<file path="config.mk">
export PLATFORM = sky130hd
export DESIGN_NAME = johnson_phase_decoder
export DESIGN_NICKNAME = d
export VERILOG_FILES = /design/src/rtl/johnson_phase_decoder.sv
export SDC_FILE = /design/constraint.sdc
export NUM_CORES = 1
export LEC_CHECK = 0
export CAP_MARGIN = 20
export CORE_MARGIN = 4
export CORE_UTILIZATION = 47
export DETAILED_ROUTE_END_ITERATION = 10
export PLACE_DENSITY_LB_ADDON = 0.1
export SYNTH_ARGS = -nofsm -noshare
export SYNTH_HDL_FRONTEND = slang
export SYNTH_SLANG_ARGS = --single-unit
</file>
<file path="constraint.sdc">
create_clock -name clk -period 4.47 [get_ports clk]
set_input_delay 0.894 -clock clk [delete_from_list [all_inputs] [get_ports clk]]
set_output_delay 0.894 -clock clk [all_outputs]
set_load 0.005 [all_outputs]
</file>
<file path="src/rtl/johnson_phase_decoder.sv">
// Decodes a sampled Johnson counter bus into a registered phase (one-hot and binary),
// flags illegal codes and out-of-order transitions, and counts full revolutions.
module johnson_phase_decoder #(
  parameter int WIDTH = 5,
  parameter int CNT_W = 8
) (
  input  logic                            clk,
  input  logic                            rst_n,
  input  logic [WIDTH-1:0]                q_in,
  input  logic                            clr_err,
  output logic [2*WIDTH-1:0]              phase_onehot,
  output logic [$clog2(2*WIDTH)-1:0]      phase_idx,
  output logic                            phase_valid,
  output logic                            step,
  output logic                            illegal_state,
  output logic                            seq_error,
  output logic                            cycle_wrap,
  output logic [CNT_W-1:0]                cycle_count
);

  localparam int N     = 2 * WIDTH;
  localparam int IDX_W = $clog2(N);
  localparam logic [IDX_W-1:0] LAST_IDX = IDX_W'(N - 1);

  // Phase k < =WIDTH fills k ones from the LSB; later phases keep N-k ones at the top.
  function automatic logic [WIDTH-1:0] phase_code(input int k);
    int m;
    if (k <= WIDTH) begin
      phase_code = WIDTH'((1 << k) - 1);
    end else begin
      m = N - k;
      phase_code = WIDTH'(((1 << m) - 1) << (WIDTH - m));
    end
  endfunction

  logic             dec_vld_p0;
  logic [IDX_W-1:0] dec_idx_p0;
  logic [IDX_W-1:0] next_idx_p0;
  logic             chk_p0;
  logic             step_p0;
  logic             wrap_p0;
  logic             seq_err_p0;

  // Stage p0: decode the raw sample and compare it against the last registered phase.
  always_comb begin
    dec_vld_p0 = 1'b0;
    dec_idx_p0 = '0;
    for (int k = 0; k < N; k++) begin
      if (q_in == phase_code(k)) begin
        dec_vld_p0 = 1'b1;
        dec_idx_p0 = IDX_W'(k);
      end
    end
  end

  // phase_idx/phase_valid double as the previous-sample reference.
  always_comb begin
    next_idx_p0 = (phase_idx == LAST_IDX) ? '0 : phase_idx + IDX_W'(1);
    chk_p0      = phase_valid && dec_vld_p0;
    step_p0     = chk_p0 && (dec_idx_p0 == next_idx_p0);
    wrap_p0     = step_p0 && (phase_idx == LAST_IDX);
    seq_err_p0  = chk_p0 && (dec_idx_p0 != phase_idx) && !step_p0;
  end

  // Stage p1: registered outputs and sticky flags (a new error beats clr_err).
  always_ff @(posedge clk) begin
    if (!rst_n) begin
      phase_onehot  <= '0;
      phase_idx     <= '0;
      phase_valid   <= 1'b0;
      step          <= 1'b0;
      illegal_state <= 1'b0;
      seq_error     <= 1'b0;
      cycle_wrap    <= 1'b0;
      cycle_count   <= '0;
    end else begin
      phase_valid   <= dec_vld_p0;
      phase_idx     <= dec_vld_p0 ? dec_idx_p0 : '0;
      phase_onehot  <= dec_vld_p0 ? ({{(N-1){1'b0}}, 1'b1} << dec_idx_p0) : '0;
      step          <= step_p0;
      cycle_wrap    <= wrap_p0;
      cycle_count   <= cycle_count + CNT_W'(wrap_p0);
      illegal_state <= !dec_vld_p0 || (illegal_state && !clr_err);
      seq_error     <= seq_err_p0 || (seq_error && !clr_err);
    end
  end

endmodule
</file>
==> key figures, run 1 <==
Clocking
  • Postcts setup bufs: 0
  • Clk buf depth: 2
  • Clk slew on worst S/H paths: 0.15 ns
  • Worst skew pair latency: 0.32 ns
  • Num CTS Buffers: 3
  • Root buf cell: clkbuf_4
  • TritonCTS clock tree: done
  • Htree depth: 1
  • Cts repair resizes: 0
  • Post-CTS Hold Buffers: 0
  • Clk sink count: 27

Power
  • P per Cell Area: 248 nW/µm²
  • P_leak: 0.628 nW
  • IR drop worst, VDD: 0.161 mV

Worst setup path
  • Crit path cell chain: clkdlybuf4s50_1 -> nand2_1 -> o32a_1 -> xnor2_1 -> or4_4 -> a2111oi_4 -> and3_1 -> ha_1 -> and3_1 -> nand3_1 -> xnor2_1 -> and2_1
  • Slowest stage delay, CP: 0.70 ns
  • Crit path max fanout: 11
  • Data arrival time of the worst path: 4.11 ns
  • CP Capture Type: register
  • Critical path required time: 4.70 ns
  • Crit-path slowest cell: clkdlybuf4s50_1
  • Worst setup path category: input pin to register
  • Critical path launch point type: input pin

Timing
  • Final setup fails: 0
  • Slew @ Worst Pin: 0.543 ns
  • Headroom to the max-slew limit: 63.7%
  • Final Max Tran Viols: 0
  • RSZ-0062 raised after global routing: no
  • Clock skew: 0.00335 ns
  • Worst Setup Slack, final: 0.597 ns
  • Max Clk Rate: 258 MHz
  • Min Tclk post-route: 3.87 ns
  • Post-route setup TNS: 0 ns
  • Final Hold Fails: 0
  • Final cycle utilization of the critical path: 86.6%

Detailed routing
  • Post-Route WL: 2550 µm
  • DR vias: 1,008
  • DR WL/cell: 13.1 µm
  • Drt first pass iters: 4
  • DR iter-0 viols: 34
  • Antenna viol nets, final: 0
  • DRC Markers: 0
  • Vias/cell: 5.17

Cells and area
  • Fillers: 225
  • Fin util: 65.6%
  • Share of cells above drive strength 1: 10.9%
  • Layout area overhead: 31.3%
  • # diodes: 0
  • NumNets Final: 176

Floorplan
  • DIE AREA: 3570 µm²
  • Site row count: 18
  • I/O pin total: 35
  • Die height: 59.8 µm
  • Core area: 2520 µm²
  • Horiz. Die Dim: 59.8 µm
  • Starting Density: 50.0%

Synthesis
  • Cell Area, Synth: 1260 µm²
  • Syn_area_per_cell: 9.69 µm²
  • YS warnings: 0
  • Number of distinct library cells after synthesis: 40
  • Async SR Flop Fraction: 0%
  • Number of flops mapped to enable cells by yosys: 0
  • Post-synth top area share: 42.9%
  • Cell taking the most area after synthesis: dfxtp_1
  • Largest cells by area after synthesis: dfxtp_1 (43%), xnor2_1 (5.6%), and2_1 (4.5%)
  • Sequential share of the synthesized area: 42.9%
  • Syn nets: 140
  • Synth Instances: 130
  • Top_reg_cell synth: dfxtp_1
  • Flops & latches, synth: 27

Placement
  • Final RePlAce weighted congestion: 0.822
  • Pre-CTS setup slack: 0.254 ns
  • Post-DP HPWL: 1930 µm
  • IO buf count: 34

Global route
  • Vias in the first global route: 926
  • GR Util All Layers: 15.3%
  • Initial antenna violation count: 0
  • Largest net degree at the start of global routing: 20
  • First-pass GRT wire length: 4150 µm
  • Total global routing overflow: 0

Outcome
  • Outcome: complete, no violations

Run
  • Max-cap violation count: 0

Min path
  • Hold Crit Class: register to register
-- power breakdown --
group	leakage, nW	internal (W)	switching, W	total (W)
sequential	0.218	0.000244	0.00000329	0.000248
clock	0.0139	0.0000342	0.0000719	0.000106
combinational	0.396	0.0000288	0.0000271	0.0000559
-- cell usage in the layout, fill, tap and decap left out, types with 5 or more instances in the layout --
| cell | instances |
|---|---|
| clkdlybuf4s50_1 | 34 |
| dfxtp_1 | 27 |
| and2_1 | 9 |
| nand2_1 | 8 |
| xnor2_1 | 8 |
| nor2_1 | 8 |
| nor2b_1 | 5 |
| xor2_1 | 5 |
| nor3_1 | 5 |
| nand3_1 | 5 |
| buf_4 | 5 |
-- worst paths after layout --
check	from	endpoint	slack, ns	cells after the start
hold / removal	seq_error	seq_error	0.50	2
setup / recovery	q_in[2]	cycle_count[7]	0.60	12
hold reg to reg	seq_error	seq_error	0.50	2
setup reg to reg	phase_idx[2]	cycle_count[7]	1.78	10
-- through the flow --
stage,hold slack [ns],area (µm²),total power (W),std cells
finish,0.499,1650,0.000410,195
global route,0.529,1650,0.000433,195
global placement,0.471,1620,0.000307,191
detailed placement,0.485,1620,0.000309,191
floorplan,0.472,1260,0.000287,130
CTS,0.505,1650,0.000416,195
-- sequential cells by signal, indices dropped and copies added (netlist names) --
register and count:
cycle_count 8, step 1, cycle_wrap 1, seq_error 1, illegal_state 1, phase_idx 4
phase_onehot 10, phase_valid 1
-- synthesized netlist by cell type, types with 3 or more instances --
master    instances
xnor2_1           8
and2_1            9
nor2b_1           5
clkbuf_1          3
nor3_1            5
nand2_1           8
dfxtp_1          27
xor2_1            5
nand2b_1          4
nand3_1           5
and3_1            3
nor2_1            8
-- routing by layer --
layer  GRT usage, %  vias up  wire [µm]
li1               -      520          -
met1           18.9      459       1150
met2           26.2       27       1230
met3           2.81        2        152
met4           5.70        0         18
met5              0        -          0
-- cells by family (layout without fill, tap and decap cells) --
logic type	Yosys count	in the layout	share of synthesized area (%)
AND/OR/NAND/NOR	58	58	26.8
flip-flops	27	27	42.9
AO/OA/AOI/OAI	18	18	13.0
XOR/XNOR	13	13	9.04
buffers and inverters	10	45	4.67
adder cells (fa/ha/maj)	2	2	1.99
multiplexers	2	2	1.59
-- area by class of cell --
| class | count | area, µm² | share of cell area, % |
|---|---|---|---|
| multi-input combinational | 93 | 661 | 39.9 |
| sequential | 27 | 541 | 32.7 |
| timing repair buffer | 39 | 378 | 22.8 |
| tap | 30 | 37.5 | 2.27 |
| clock buffer | 3 | 22.5 | 1.36 |
| clock inverter | 1 | 7.51 | 0.454 |
| inverter | 2 | 7.51 | 0.454 |
-- critical path, delay by kind of cell --
family	cells	cell delay, ns
fa+ha+maj	1	0.16
xor+xnor	2	0.30
buf+inv	1	0.70
compound gates	2	0.63
simple gates	6	1.42
Power figures use the tool's default switching activity.
==> run 2, diff against run 1 <==
--- a/config.mk
+++ b/config.mk
@@ -7,7 +7,7 @@
 export LEC_CHECK = 0
 export CAP_MARGIN = 20
 export CORE_MARGIN = 4
-export CORE_UTILIZATION = 47
+export CORE_UTILIZATION = 35
 export DETAILED_ROUTE_END_ITERATION = 10
 export PLACE_DENSITY_LB_ADDON = 0.1
 export SYNTH_ARGS = -nofsm -noshare
==> key figures, run 2 (synthesis gave the netlist of run 1 again) <==
Cells and area
  • Fillers: 338
  • Largest register FFs: 10
  • Share of cells above drive strength 1: 10.3%
  • Largest register by flop count: phase_onehot
  • NumNets Final: 176
  • Most frequent cells in the layout: clkdlybuf4s50_1 (34), dfxtp_1 (27), and2_1 (9)
  • Biggest regs: phase_onehot x10, cycle_count x8, phase_idx x4
  • # diodes: 0
  • Finished Layout Cells: 211
  • Layout area overhead: 32.6%
  • Most common cell after layout, fill and taps aside: clkdlybuf4s50_1

Floorplan
  • Site row count: 21
  • Starting Density: 36.9%
  • Die height: 68 µm
  • Core area: 3420 µm²
  • Horiz. Die Dim: 68 µm
  • DIE AREA: 4620 µm²
  • I/O pin total: 35

Worst setup path
  • Reg-to-reg critical path startpoint: phase_idx[2]
  • Reg2reg path depth: 10
  • Worst r2r dst: cycle_count[5]
  • CP Capture Type: register
  • Critical path launch point type: input pin
  • Worst setup path category: input pin to register
  • Critical path required time: 4.69 ns
  • Worst R2R Setup Slack: 1.79 ns
  • Crit path max fanout: 11
  • Data arrival time of the worst path: 4.17 ns

Global route
  • Vias in the first global route: 1,056
  • Total global routing overflow: 0
  • Initial antenna violation count: 0
  • First-pass GRT wire length: 4530 µm
  • GR Util All Layers: 12.8%
  • Largest net degree at the start of global routing: 20

Clocking
  • Clk sink count: 27
  • Clk slew on worst S/H paths: 0.14 ns
  • TritonCTS clock tree: done
  • Num CTS Buffers: 3
  • Postcts setup bufs: 0
  • Worst skew pair latency: 0.32 ns
  • Root buf cell: clkbuf_4
  • Post-CTS Hold Buffers: 0
  • Htree depth: 1
  • Clk buf depth: 2
  • Cts repair resizes: 0

Min path
  • Worst hold stages: 2
  • Hold Crit Class: register to register
  • Endpoint of the worst hold path: illegal_state
  • Hold_sp: illegal_state

Placement
  • IO buf count: 34
  • Post-DP HPWL: 2070 µm
  • Final RePlAce weighted congestion: 0.774
  • Pre-CTS setup slack: 0.162 ns
  • Placed cells: 207

Outcome
  • Outcome: complete, no violations

Timing
  • Headroom to the max-slew limit: 61.2%
  • Final setup fails: 0
  • Clock skew: 0.00489 ns
  • Max Clk Rate: 253 MHz
  • Slew @ Worst Pin: 0.580 ns
  • Final Max Tran Viols: 0
  • WHS: 0.491 ns
  • Final Hold Fails: 0
  • Final cycle utilization of the critical path: 88.3%
  • Min Tclk post-route: 3.95 ns
  • Post-route setup TNS: 0 ns
  • RSZ-0062 raised after global routing: no
  • Worst Setup Slack, final: 0.523 ns

Power
  • Int Power: 0.000308 W
  • Clock power share: 25.3%
  • P_leak: 0.629 nW
  • Total power: 0.000406 W
  • Switching power: 0.0000977 W
  • Switching Share: 24.1%
  • P per Cell Area: 243 nW/µm²
  • Share of power burned in registers: 61.0%
  • IR drop worst, VDD: 0.148 mV
  • Logic pwr share: 13.7%

Detailed routing
  • DRC Markers: 0
  • Vias/cell: 4.85
  • DR WL/cell: 12.4 µm
  • Drt first pass iters: 4
  • DR vias: 1,024
  • Antenna viol nets, final: 0
  • Post-Route WL: 2610 µm
  • DR iter-0 viols: 44

Run
  • Max-cap violation count: 0
run 2: final cells by class:
class                   instances  area, µm²  area share, %
clock buffers                   4       26.3           1.57
repair buffers                 39        378           22.6
well taps                      46       57.6           3.45
multi-input cells              93        661           39.6
inverters                       2       7.51          0.449
flip-flops and latches         27        541           32.4
run 2: worst max path at each step:
stage	startpoint	to	slack (ns)	depth (start not counted)
after floorplan	q_in[1]	cycle_count[5]	0.95	12
after global placement	q_in[0]	cycle_count[6]	0.22	12
after detailed placement	q_in[0]	cycle_count[5]	0.16	12
after CTS	q_in[0]	cycle_count[5]	0.52	12
after global routing	q_in[0]	cycle_count[6]	0.35	12
final	q_in[0]	cycle_count[5]	0.52	12
run 2: metal layers:
metal | GRT usage, % | vias up | share of wire [%]
met5 | 0 | - | 0
met3 | 4.27 | 2 | 5.5
met2 | 22.7 | 22 | 50
met4 | 2.98 | 0 | 0.65
li1 | - | 516 | -
met1 | 14.8 | 484 | 44
run 2: worst max-delay path, cell delays in order:
cell             delay [ns]
clkdlybuf4s50_1        0.68
nand2_1                0.19
o32a_1                 0.39
xnor2_1                0.17
or4_4                  0.51
a2111oi_4              0.36
and3_1                 0.23
ha_1                   0.17
and3_1                 0.21
nand3_1                0.11
xnor2_1                0.13
and2_1                 0.15
run 2: power by group through the flow:
stage          registers (W)  clock network (W)  logic [W]
2_1_floorplan       0.000253                  0  0.0000345
3_3_place_gp        0.000253                  0  0.0000555
3_5_place_dp        0.000253                  0  0.0000559
4_1_cts             0.000248           0.000110  0.0000561
5_1_grt             0.000248           0.000119  0.0000611
6_report            0.000248           0.000103  0.0000556
run 2: stage by stage:
step | utilization [%] | area (µm²)
after CTS | 48.9 | 1670
after detailed placement | 48.1 | 1640
after global routing | 48.9 | 1670
final | 48.9 | 1670
after floorplan | - | 1260
after global placement | 48.1 | 1640
